$ cat src/rtl/pipe_hazard_ctrl.sv
// Decode-stage hazard controller: per-register write scoreboard, stall/bubble and
// EXE->ID forward generation, plus a start-up / drain / halt sequencing FSM.
module pipe_hazard_ctrl #(
  parameter int ASIZE  = 5,
  parameter int WB_LAT = 1,
  parameter int CNTW   = 3
) (
  input  logic             clk,
  input  logic             rst,
  input  logic             id_valid,
  input  logic [ASIZE-1:0] id_rs,
  input  logic             id_rs_used,
  input  logic [ASIZE-1:0] id_rt,
  input  logic             id_rt_used,
  input  logic             id_wen,
  input  logic [ASIZE-1:0] id_waddr,
  input  logic             flush,
  input  logic             halt,
  output logic             pc_en,
  output logic             ifid_en,
  output logic             ifid_flush,
  output logic             idex_bubble,
  output logic             fwd_a,
  output logic             fwd_b,
  output logic             busy,
  output logic [1:0]       state,
  output logic [15:0]      stall_cnt
);

  localparam int NREG = 1 << ASIZE;
  localparam logic [CNTW-1:0] LAT = CNTW'(WB_LAT);

  typedef enum logic [1:0] {
    IDLE   = 2'd0,
    RUN    = 2'd1,
    DRAIN  = 2'd2,
    HALTED = 2'd3
  } state_t;

  state_t          cur_state, nxt_state;
  logic [CNTW-1:0] cnt [NREG];
  logic [CNTW-1:0] cnt_a, cnt_b;
  logic            pend_a, pend_b, hazard_a, hazard_b, fwdok_a, fwdok_b;
  logic            hazard, run_ok, issue, stall, set_en, sb_empty;

  assign cnt_a    = cnt[id_rs];
  assign cnt_b    = cnt[id_rt];
  assign pend_a   = id_rs_used && (id_rs != '0) && (cnt_a != '0);
  assign pend_b   = id_rt_used && (id_rt != '0) && (cnt_b != '0);
  assign hazard_a = pend_a && (cnt_a > CNTW'(1));
  assign hazard_b = pend_b && (cnt_b > CNTW'(1));
  assign fwdok_a  = pend_a && (cnt_a == CNTW'(1));
  assign fwdok_b  = pend_b && (cnt_b == CNTW'(1));
  assign hazard   = hazard_a | hazard_b;

  assign run_ok = (cur_state == RUN) && !flush && !halt;
  assign issue  = run_ok && id_valid && !hazard;
  assign stall  = run_ok && id_valid && hazard;
  assign set_en = issue && id_wen && (id_waddr != '0);

  assign fwd_a = fwdok_a && issue;
  assign fwd_b = fwdok_b && issue;
  assign busy  = (cur_state != RUN);
  assign state = cur_state;

  always_comb begin
    sb_empty = 1'b1;
    for (int r = 1; r < NREG; r++) begin
      if (cnt[r] != '0) sb_empty = 1'b0;
    end
  end

  // A new write sets the full latency; this wins over the per-edge decrement.
  always_ff @(posedge clk or negedge rst) begin
    if (!rst) begin
      for (int r = 0; r < NREG; r++) cnt[r] <= '0;
    end else begin
      for (int r = 0; r < NREG; r++) begin
        if (r == 0)
          cnt[r] <= '0;
        else if (set_en && (id_waddr == ASIZE'(r)))
          cnt[r] <= LAT;
        else if (cnt[r] != '0)
          cnt[r] <= cnt[r] - 1'b1;
      end
    end
  end

  always_ff @(posedge clk or negedge rst) begin
    if (!rst) begin
      cur_state <= IDLE;
      stall_cnt <= '0;
    end else begin
      cur_state <= nxt_state;
      if (stall && (stall_cnt != 16'hFFFF)) stall_cnt <= stall_cnt + 16'd1;
    end
  end

  always_comb begin
    nxt_state   = cur_state;
    pc_en       = 1'b0;
    ifid_en     = 1'b0;
    ifid_flush  = 1'b0;
    idex_bubble = 1'b1;
    case (cur_state)
      IDLE: begin
        ifid_flush = 1'b1;
        nxt_state  = RUN;
      end
      RUN: begin
        if (flush || halt) begin
          ifid_en    = 1'b1;
          ifid_flush = 1'b1;
          nxt_state  = DRAIN;
        end else if (!stall) begin
          pc_en       = 1'b1;
          ifid_en     = 1'b1;
          idex_bubble = !id_valid;
        end
      end
      DRAIN: begin
        if (sb_empty) nxt_state = halt ? HALTED : RUN;
      end
      HALTED: begin
        if (!halt) nxt_state = RUN;
      end
      default: nxt_state = IDLE;
    endcase
  end

endmodule

$ cat config.mk
export PLATFORM = sky130hd
export DESIGN_NAME = pipe_hazard_ctrl
export DESIGN_NICKNAME = d
export VERILOG_FILES = /design/src/rtl/pipe_hazard_ctrl.sv
export SDC_FILE = /design/constraint.sdc
export NUM_CORES = 1
export LEC_CHECK = 0
export ABC_AREA = 1
export CORE_MARGIN = 8
export CORE_UTILIZATION = 50
export CTS_CLUSTER_DIAMETER = 30
export DETAILED_ROUTE_END_ITERATION = 10
export DONT_BUFFER_PORTS = 1
export GPL_TIMING_DRIVEN = 0
export PLACE_DENSITY_LB_ADDON = 0.3
export SYNTH_ARGS = -nofsm -noshare
export SYNTH_HDL_FRONTEND = slang
export SYNTH_SLANG_ARGS = --single-unit
$ cat constraint.sdc
create_clock -name clk -period 2.1 [get_ports clk]
set_input_delay 0.105 -clock clk [delete_from_list [all_inputs] [get_ports clk]]
set_output_delay 0.105 -clock clk [all_outputs]
set_load 0.01 [all_outputs]
Yosys cells after proc, flatten, opt, wreduce, memory -nomap -nowiden. Cells that the tools add are included. Widths: inputs -> output; s select.

Bitwise operators: 3. Shift operators: 0. Equality and inequality tests: 41. Divide/modulo/power cells: 0. Reductions and logical operators: 123. $mul: 0. Mux-type cells: 114. Add/sub/neg operators: 32. Magnitude comparators: 4.

Operators with widths (number): $mux 3 (66); $reduce_bool 3->1 (33); $sub 3x1->3 const B (31); $eq 5x5->1 const B (16); $reduce_bool 2->1 (31); $logic_and 1x1->1 (49); $eq 5x4->1 const B (8); $mux 1 (40); $bmux 3 s5 (2); $eq 5x3->1 const B (4); $add 16x1->16 const B (1); $ne 16x16->1 const B (1); $reduce_bool 5->1 (3); $ge 6x6->1 const B (2); $not 5->6 (2); $eq 5x2->1 const B (2); $mux 2 (4); $pmux 2 s4 (1); $eq 3x1->1 const B (2); $gt 3x1->1 const B (2); $eq 5x1->1 const B (1); $eq 2x2->1 const B (2); $logic_not 1->1 (4); $ne 2x1->1 const B (2); 7 further kinds (8).

ROM bits: 0. Bits in latches: 0. Memories kept: 0. Bits of input ports: 23. Memory bits (writable): 0. Flip-flop bits (word level): 111. Output and inout port bits: 25.

Depth between registers and ports, before layout. Gate-level depths: netlist (run 1).

Depth in word-level cells: 34. Gate-level depth with buffers: 16. Mapped depth without buffers: 15.

Worst setup path before layout (run 1). Ideal clock, no wire load.

Path type: reg-to-reg. From: register stall_cnt[0]. To: register stall_cnt[6]. Setup time: 0.123 ns. Slack: 0.182 ns. Arrival: 1.795 ns. Stages on the path, launching flop included: 14. Cells stage by stage: dfrtp_1 -> ha_1 -> nand3_1 -> nor3_1 -> inv_1 -> nor2_1 -> inv_1 -> nor2_1 -> nand2_1 -> nand3_4 -> inv_2 -> buf_6 -> o21ai_0 -> nand2_1.

Longest elaborated chain between the ends: 2.

Ends and longest elaborated chain: start, declared (RTL line 27) `output logic [15:0] stall_cnt`; start signal, assigned (RTL line 95) `if (stall && (stall_cnt != 16'hFFFF)) stall_cnt <= stall_cnt + 16'd1;`; parallel branches: the longest is 2 deep, another holds $add 16x1->16.

Parallel ways; which one is timed is not known. A chain may end at the register's enable or synchronous reset.

Worst setup path after layout (run 1).
From: register cnt[67] (netlist name). To: register cnt[88] (netlist name).

Longest elaborated chain between the ends: 13.

Ends and longest elaborated chain: start, declared (RTL line 41) `logic [CNTW-1:0] cnt [NREG];`; start signal, assigned by index (RTL line 84) `cnt[r] <= cnt[r] - 1'b1;`; parallel branches: the longest is 6 deep, another holds $gt 3x1->1; $or 1x1->1 * (RTL line 54) `assign hazard = hazard_a | hazard_b;`; $logic_not 1->1 * (RTL line 57) `assign issue = run_ok && id_valid && !hazard;`; $logic_and 1x1->1 * (RTL line 57); $logic_and 1x1->1 * (2 in series) (RTL line 59) `assign set_en = issue && id_wen && (id_waddr != '0);`; $logic_and 1x1->1 * (RTL line 81) `else if (set_en && (id_waddr == ASIZE'(r)))`; $mux 3 / $reduce_bool 2->1 (equally long branches).

Mark *: on every way between the ends. The select of a mux whose other input is x is not followed.

==> results_dict.tcl, run 1 <==
set metrics [dict create \
    hold_path.class "input pin to asynchronous set/reset pin" \
    synth_nets 1149 \
    drive_gt1_frac 0.189 \
    r2r_slack_ns -0.13 \
    gp_congestion 0.962 \
    drt_first_pass_iters 5 \
    drc_errors 0 \
    fillCellCount 1379 \
    grt_start_max_net_pins 112 \
    clk_path_buf_depth 2 \
    timing.slew.headroom 0.324 \
    async_flop_share 1.00 \
    holdBufCountCts 1 \
    wl_met3_um 2090 \
    peakVddDrop_uv 813 \
    worstPathRequired_ns 2.36 \
    fp.dieH_um 142 \
    crit_top_cell "nand2_1" \
    cp_max_fo 9 \
    multi_input_area_um2 4790 \
    clock_skew_ns 0.0174 \
    fin_crit_ns 2.23 \
    max_stage_delay_ns 0.40 \
    ff2ff_path_depth 16 \
    track_usage 0.211 \
    worstSetupPathType "register to register" \
    hold_violations 111 \
    postRouteAntennaNets 0 \
    dr_wl_met2_um 9600 \
    io_pins 48 \
    vias_per_cell 5.29 \
    status "finished with violations" \
    crit_buf_inv 3 \
    crit_arrival_ns 2.49 \
    syn_to_final_growth_pct 20.0 \
    crit_slowest_cell "dfrtp_1" \
    die_w_um 142 \
    start_util 0.503 \
    final_cell_mix "nand2_1, inv_1, dfrtp_1" \
    numPortBuffers 0 \
    cts_tree "yes" \
    p_leak_nw 4.69 \
    grt_pass1_wl_um 32800 \
    utilization 0.604 \
    worst_pin_slew_ns 1.01 \
    drt_iter0_markers 643 \
    end_kind "register" \
    synth_edf_count 0 \
    cts_buffers 9 \
    fp-row-count 46 \
    seq_area_um2 2780 \
    dieArea_um2 20000 \
    num_antenna_cells 0 \
    rsz0062_at_grt "yes" \
    timing.final.crit_share 1.06 \
    powerDensity_nw_per_um2 1360 \
    final_nets 1197 \
    r2r-end "cnt[88]" \
    crit_path_start_kind "register" \
    worst_path_dominant_cell_family "simple AND/OR/NAND/NOR gates" \
    ys_seq_elements 111 \
    hpwlAfterDp_um 15300 \
    routed_wl_um 21500 \
    dr.max_layer_used "met4" \
    insertion_delay_ns 0.37 \
    yosys_warnings 0 \
    setup_viol 89 \
    grt_pass1_vias 6334 \
    avgSynthCellArea_um2 7.45 \
    cts_sinks 111 \
    syn_area_um2 7880 \
    final_cells 1327 \
    final_common_cell "nand2_1" \
    dp.cells 1274 \
    ctsHtreeMaxLevel 3 \
    holdWs_ns -0.571 \
    drv_slew 0 \
    wl_per_cell_um 16.2 \
    synth-main-ff-cell "dfrtp_1" \
    overflow 0 \
    cp_cell_sequence "nor2_2 > nor2_1 > nor2_1 > nand3_1 > nand2_1 > nand2_1 > nand3_1 > nand2_1 > nand2_2 > nand2_4 > nor2_8 > buf_8 > buf_8 > nand4_4 > nand2_1 > inv_1" \
    ys_seq_area_frac 0.353 \
    m1WireLength_um 9060 \
    postLayoutSetupSlackWorst_ns -0.135 \
    yosysUniqueCellTypes 43 \
    fmax_mhz 447 \
    violations "negative hold slack, negative setup slack" \
    vias 7024 \
    netlist_instances 1058 \
    core_area_um2 15700 \
    timing.rr.start "cnt[67]" \
    cts-root-buf "clkbuf_16" \
    maxCapViolations 0 \
    clkTransAtPathRegs_ns 0.09 \
    antenna_found_initial 0 \
]
per-layer routing:
| layer | vias to the layer above | global-route usage |
|---|---|---|
| met4 | 0 | 0.102 |
| met3 | 60 | 0.0702 |
| met2 | 239 | 0.318 |
| li1 | 3452 | - |
| met5 | - | 0 |
| met1 | 3273 | 0.267 |
power breakdown:
part	switching, mW	internal (mW)
combinational	3.93	2.91
clock	0.925	0.977
sequential	0.868	3.23
final cells by class:
| type | count | area share |
|---|---|---|
| Buffer | 13 | 0.0122 |
| Clock buffer | 9 | 0.0238 |
| Tap cell | 216 | 0.0286 |
| Inverter | 190 | 0.0771 |
| Timing Repair Buffer | 38 | 0.0447 |
| Timing Repair inverter | 1 | 0.000926 |
| Clock inverter | 7 | 0.0116 |
| Sequential cell | 111 | 0.294 |
| Multi-Input combinational cell | 742 | 0.507 |
through the flow:
step	setup TNS (ns)	area, µm²	total power [mW]	setup WS [ns]
after global routing	-16.05	9460	14.2	-0.217
after global placement	-9.26	8150	9.60	-0.338
final	-5.87	9460	12.8	-0.135
after floorplan	0	7880	8.49	0.182
after detailed placement	-8.54	8150	9.80	-0.352
after CTS	-6.64	8820	12.0	-0.138
timing repair:
action,4_1_cts,5_1_grt
endpoints found under the hold margin,113,111
setup buffers,12,21
gates cloned,1,4
pin swaps,15,25
endpoints found under the setup margin,95,115
resized for setup,54,113
cell families (layout without fill, tap and decap cells):
kind of cell | Yosys count | count (layout) | synth area share
simple gates | 479 | 479 | 0.275
mux | 5 | 5 | 0.00635
buf+inv | 205 | 258 | 0.104
fa+ha+maj | 68 | 68 | 0.108
xor+xnor | 48 | 48 | 0.0534
flops | 111 | 111 | 0.353
compound gates | 142 | 142 | 0.101
cells in the mapped netlist (2+ instances only):
cell type | number | area, µm²
nand2_1 | 242 | 908
inv_1 | 181 | 679
nor2_1 | 131 | 492
dfrtp_1 | 111 | 2780
ha_1 | 68 | 851
o21ai_0 | 67 | 335
xor2_1 | 38 | 333
nand3_1 | 34 | 170
o21ai_1 | 25 | 125
a21oi_1 | 16 | 80.1
nand4_1 | 16 | 100
nor2_4 | 12 | 135
nor3_1 | 12 | 60.1
xnor2_1 | 10 | 87.6
nand4_2 | 9 | 113
o221ai_1 | 9 | 78.8
o22ai_1 | 8 | 50.1
nor2_2 | 7 | 43.8
inv_2 | 6 | 22.5
o211ai_1 | 6 | 45.0
mux2i_1 | 5 | 50.1
buf_2 | 4 | 20.0
buf_6 | 4 | 45.0
nand2_2 | 4 | 25.0
nor4_1 | 4 | 25.0
a211oi_1 | 3 | 22.5
a22oi_1 | 3 | 22.5
clkbuf_1 | 3 | 11.3
nand2_4 | 3 | 33.8
a31oi_1 | 2 | 12.5
buf_1 | 2 | 7.51
clkinv_1 | 2 | 7.51
how the worst max path moves through the flow:
stage                 startpoint            to  slack, ns  depth (start not counted)
detailed placement       cnt[87]      state[1]      -0.35                         10
global placement         cnt[87]      state[1]      -0.34                         10
CTS                      cnt[68]         fwd_a      -0.14                         14
floorplan           stall_cnt[0]  stall_cnt[6]       0.18                         13
finish                   cnt[67]       cnt[88]      -0.13                         16
global route             cnt[67]       cnt[88]      -0.22                         16
flip-flops by register name, indices dropped and copies added (netlist names):
signal	count
cnt	93
stall_cnt	16
state	2
worst register-to-register path, cell delays in order (launching register included):
cell	delay [ns]
dfrtp_1	0.40
nor2_2	0.16
nor2_1	0.07
nor2_1	0.13
nand3_1	0.11
nand2_1	0.08
nand2_1	0.06
nand3_1	0.07
nand2_1	0.08
nand2_2	0.09
nand2_4	0.10
nor2_8	0.12
buf_8	0.13
buf_8	0.18
nand4_4	0.16
nand2_1	0.14
inv_1	0.04
Note: power is estimated with default switching activity, not from simulation.
==> run 2, diff against run 1 <==
--- a/config.mk
+++ b/config.mk
@@ -5,7 +5,8 @@
 export SDC_FILE = /design/constraint.sdc
 export NUM_CORES = 1
 export LEC_CHECK = 0
-export ABC_AREA = 1
+export ABC_AREA = 0
+export CAP_MARGIN = 20
 export CORE_MARGIN = 8
 export CORE_UTILIZATION = 50
 export CTS_CLUSTER_DIAMETER = 30
==> run 2 against run 1 <==
The flow finishes with violations (negative hold slack, max-capacitance violations, max-slew violations, negative setup slack). Worst setup slack worse by 0.52 ns. First-iteration DRC count rose by 24%. Critical path depth decreased by 5. Sequential cell count unchanged. Combinational power rose by 29%. Synthesized cell count down 24%. Cell count fell by 19%. Critical endpoint is now pc_en. Largest cell class unchanged.
==> results_dict.tcl, run 2 <==
set metrics [dict create \
    clk_path_buf_depth 2 \
    syn_area_um2 7440 \
    vias_per_cell 6.37 \
    final_cell_mix "dfrtp_1, inv_1, nor2_1" \
    end_kind "output port" \
    cts_buffers 9 \
    final_common_cell "dfrtp_1" \
    die_w_um 138 \
    violations "negative hold slack, max-capacitance violations, max-slew violations, negative setup slack" \
    yosys.area.top_type_share 0.373 \
    synth_nets 894 \
    wl_per_cell_um 23.0 \
    grt_pass1_vias 6524 \
    timing.final.crit_share 1.31 \
    syn_to_final_growth_pct 32.2 \
    seq_area_um2 2780 \
    yosys_warnings 0 \
    top_register "cnt" \
    grt_pass1_wl_um 35500 \
    status "finished with violations" \
    p_leak_nw 4.26 \
    powerDensity_nw_per_um2 1520 \
    multi_input_area_um2 5260 \
    netlist_instances 803 \
    timing.slew.headroom -0.00734 \
    dp.cells 987 \
    clock_skew_ns 0.0102 \
    drt_iter0_markers 800 \
    start_util 0.512 \
    yosysUniqueCellTypes 56 \
    fmax_mhz 363 \
    holdBufCountCts 4 \
    ys_seq_area_frac 0.373 \
    fin_crit_ns 2.76 \
    routed_wl_um 24600 \
    cts-root-buf "clkbuf_16" \
    gp_congestion 0.925 \
    fillCellCount 1111 \
    worst_pin_slew_ns 1.51 \
    crit_arrival_ns 2.65 \
    postRouteAntennaNets 0 \
    ctsHtreeMaxLevel 3 \
    crit_path_start_kind "register" \
    yosysTopAreaCell "dfrtp_1" \
    worstSetupPathType "register to output port" \
    place_ws_ns -0.887 \
    drt_first_pass_iters 7 \
    cts_tree "yes" \
    drv_slew 9 \
    hpwlAfterDp_um 15300 \
    async_flop_share 1.00 \
    num_antenna_cells 0 \
    fp.dieH_um 138 \
    synthTopCellsByArea "dfrtp_1, ha_1, mux4_2" \
    drive_gt1_frac 0.303 \
    hold_path.class "input pin to asynchronous set/reset pin" \
    maxCapViolations 1 \
    drc_errors 0 \
    track_usage 0.247 \
    postLayoutSetupSlackWorst_ns -0.658 \
    holdWs_ns -0.580 \
    synth.most_common_cell "dfrtp_1" \
    grt_start_max_net_pins 112 \
    peakVddDrop_uv 700 \
    hold_violations 111 \
    clkTransAtPathRegs_ns 0.08 \
    io_pins 48 \
    yosys-top-cells-count "dfrtp_1, nor2_1, inv_1" \
    cp_max_fo 4 \
    synth_edf_count 0 \
    antenna_found_initial 0 \
    fp-row-count 44 \
    overflow 0 \
    power.total_mw 14.9 \
    final_cells 1071 \
    dieArea_um2 19000 \
    avgSynthCellArea_um2 9.26 \
    synth-main-ff-cell "dfrtp_1" \
    rsz0062_at_grt "yes" \
    numPortBuffers 0 \
    insertion_delay_ns 0.37 \
    vias 6825 \
    cts_sinks 111 \
    setup_viol 116 \
    largest_reg_flops 93 \
    ys_seq_elements 111 \
    final_nets 973 \
    core_area_um2 14500 \
    worstPathRequired_ns 2.00 \
]
[run 2: layout make-up]
type	instances	area share
Buffer	28	0.0215
Clock buffer	10	0.0233
Clock inverter	6	0.00865
Inverter	92	0.0354
Multi-Input combinational cell	574	0.535
Sequential cell	111	0.283
Tap cell	184	0.0234
Timing Repair Buffer	66	0.0706
[run 2: report_power, final]
group	switching (mW)	total (mW)	internal [mW]
clock	0.850	1.89	1.04
sequential	1.04	4.25	3.21
combinational	4.50	8.79	4.29
[run 2: logic make-up (layout without fill, tap and decap cells)]
logic type / count (synthesis) / in the layout / share of synthesized area
AO/OA/AOI/OAI: 187 / 187 / 0.148
XOR/XNOR: 46 / 46 / 0.0542
AND/OR/NAND/NOR: 235 / 238 / 0.159
buffers and inverters: 121 / 202 / 0.0649
adder cells (fa/ha/maj): 68 / 68 / 0.114
flip-flops: 111 / 111 / 0.373
multiplexers: 35 / 35 / 0.0860
[run 2: final timing paths]
kind / start / end / slack (ns) / cells after the start
setup / recovery: cnt[76] / pc_en / -0.66 / 11
hold / removal: rst / cnt[91] / -0.58 / 0
setup reg to reg: cnt[14] / stall_cnt[1] / -0.65 / 11
hold reg to reg: stall_cnt[8] / stall_cnt[8] / 0.55 / 1
max in group asynchronous: rst / cnt[62] / 2.46 / 0
min in group clk: id_waddr[2] / cnt[77] / 0.11 / 3
[run 2: critical path: stages, from the launching register on]
cell	delay, ns
dfrtp_1	0.43
nor3_1	0.22
a31oi_1	0.07
a211o_1	0.31
nand4b_1	0.21
o31ai_4	0.13
a211oi_4	0.31
buf_6	0.17
buf_6	0.11
buf_8	0.10
nor2_4	0.04
nor4_4	0.20
[run 2: metrics by stage]
step                TNS (ns)  utilization  instance area, µm²
floorplan             -0.646            -                7480
global placement      -74.76        0.531                7710
detailed placement    -71.81        0.531                7710
CTS                   -44.33        0.619                8990
global route          -64.07        0.677                9830
finish                -57.65        0.677                9830
[run 2: timing repair]
action | in CTS | in global routing
setup buffers | 37 | 22
gates cloned | 7 | 2
setup endpoints to repair | 116 | 116
resized for setup | 132 | 125
pin swaps | 32 | 40
endpoints found under the hold margin | 120 | 111
[run 2: per-layer routing]
layer | wire (µm) | track usage
met1 | 9740 | 0.308
met2 | 11600 | 0.391
met3 | 2290 | 0.0815
met4 | 990 | 0.0931
met5 | 0 | 0
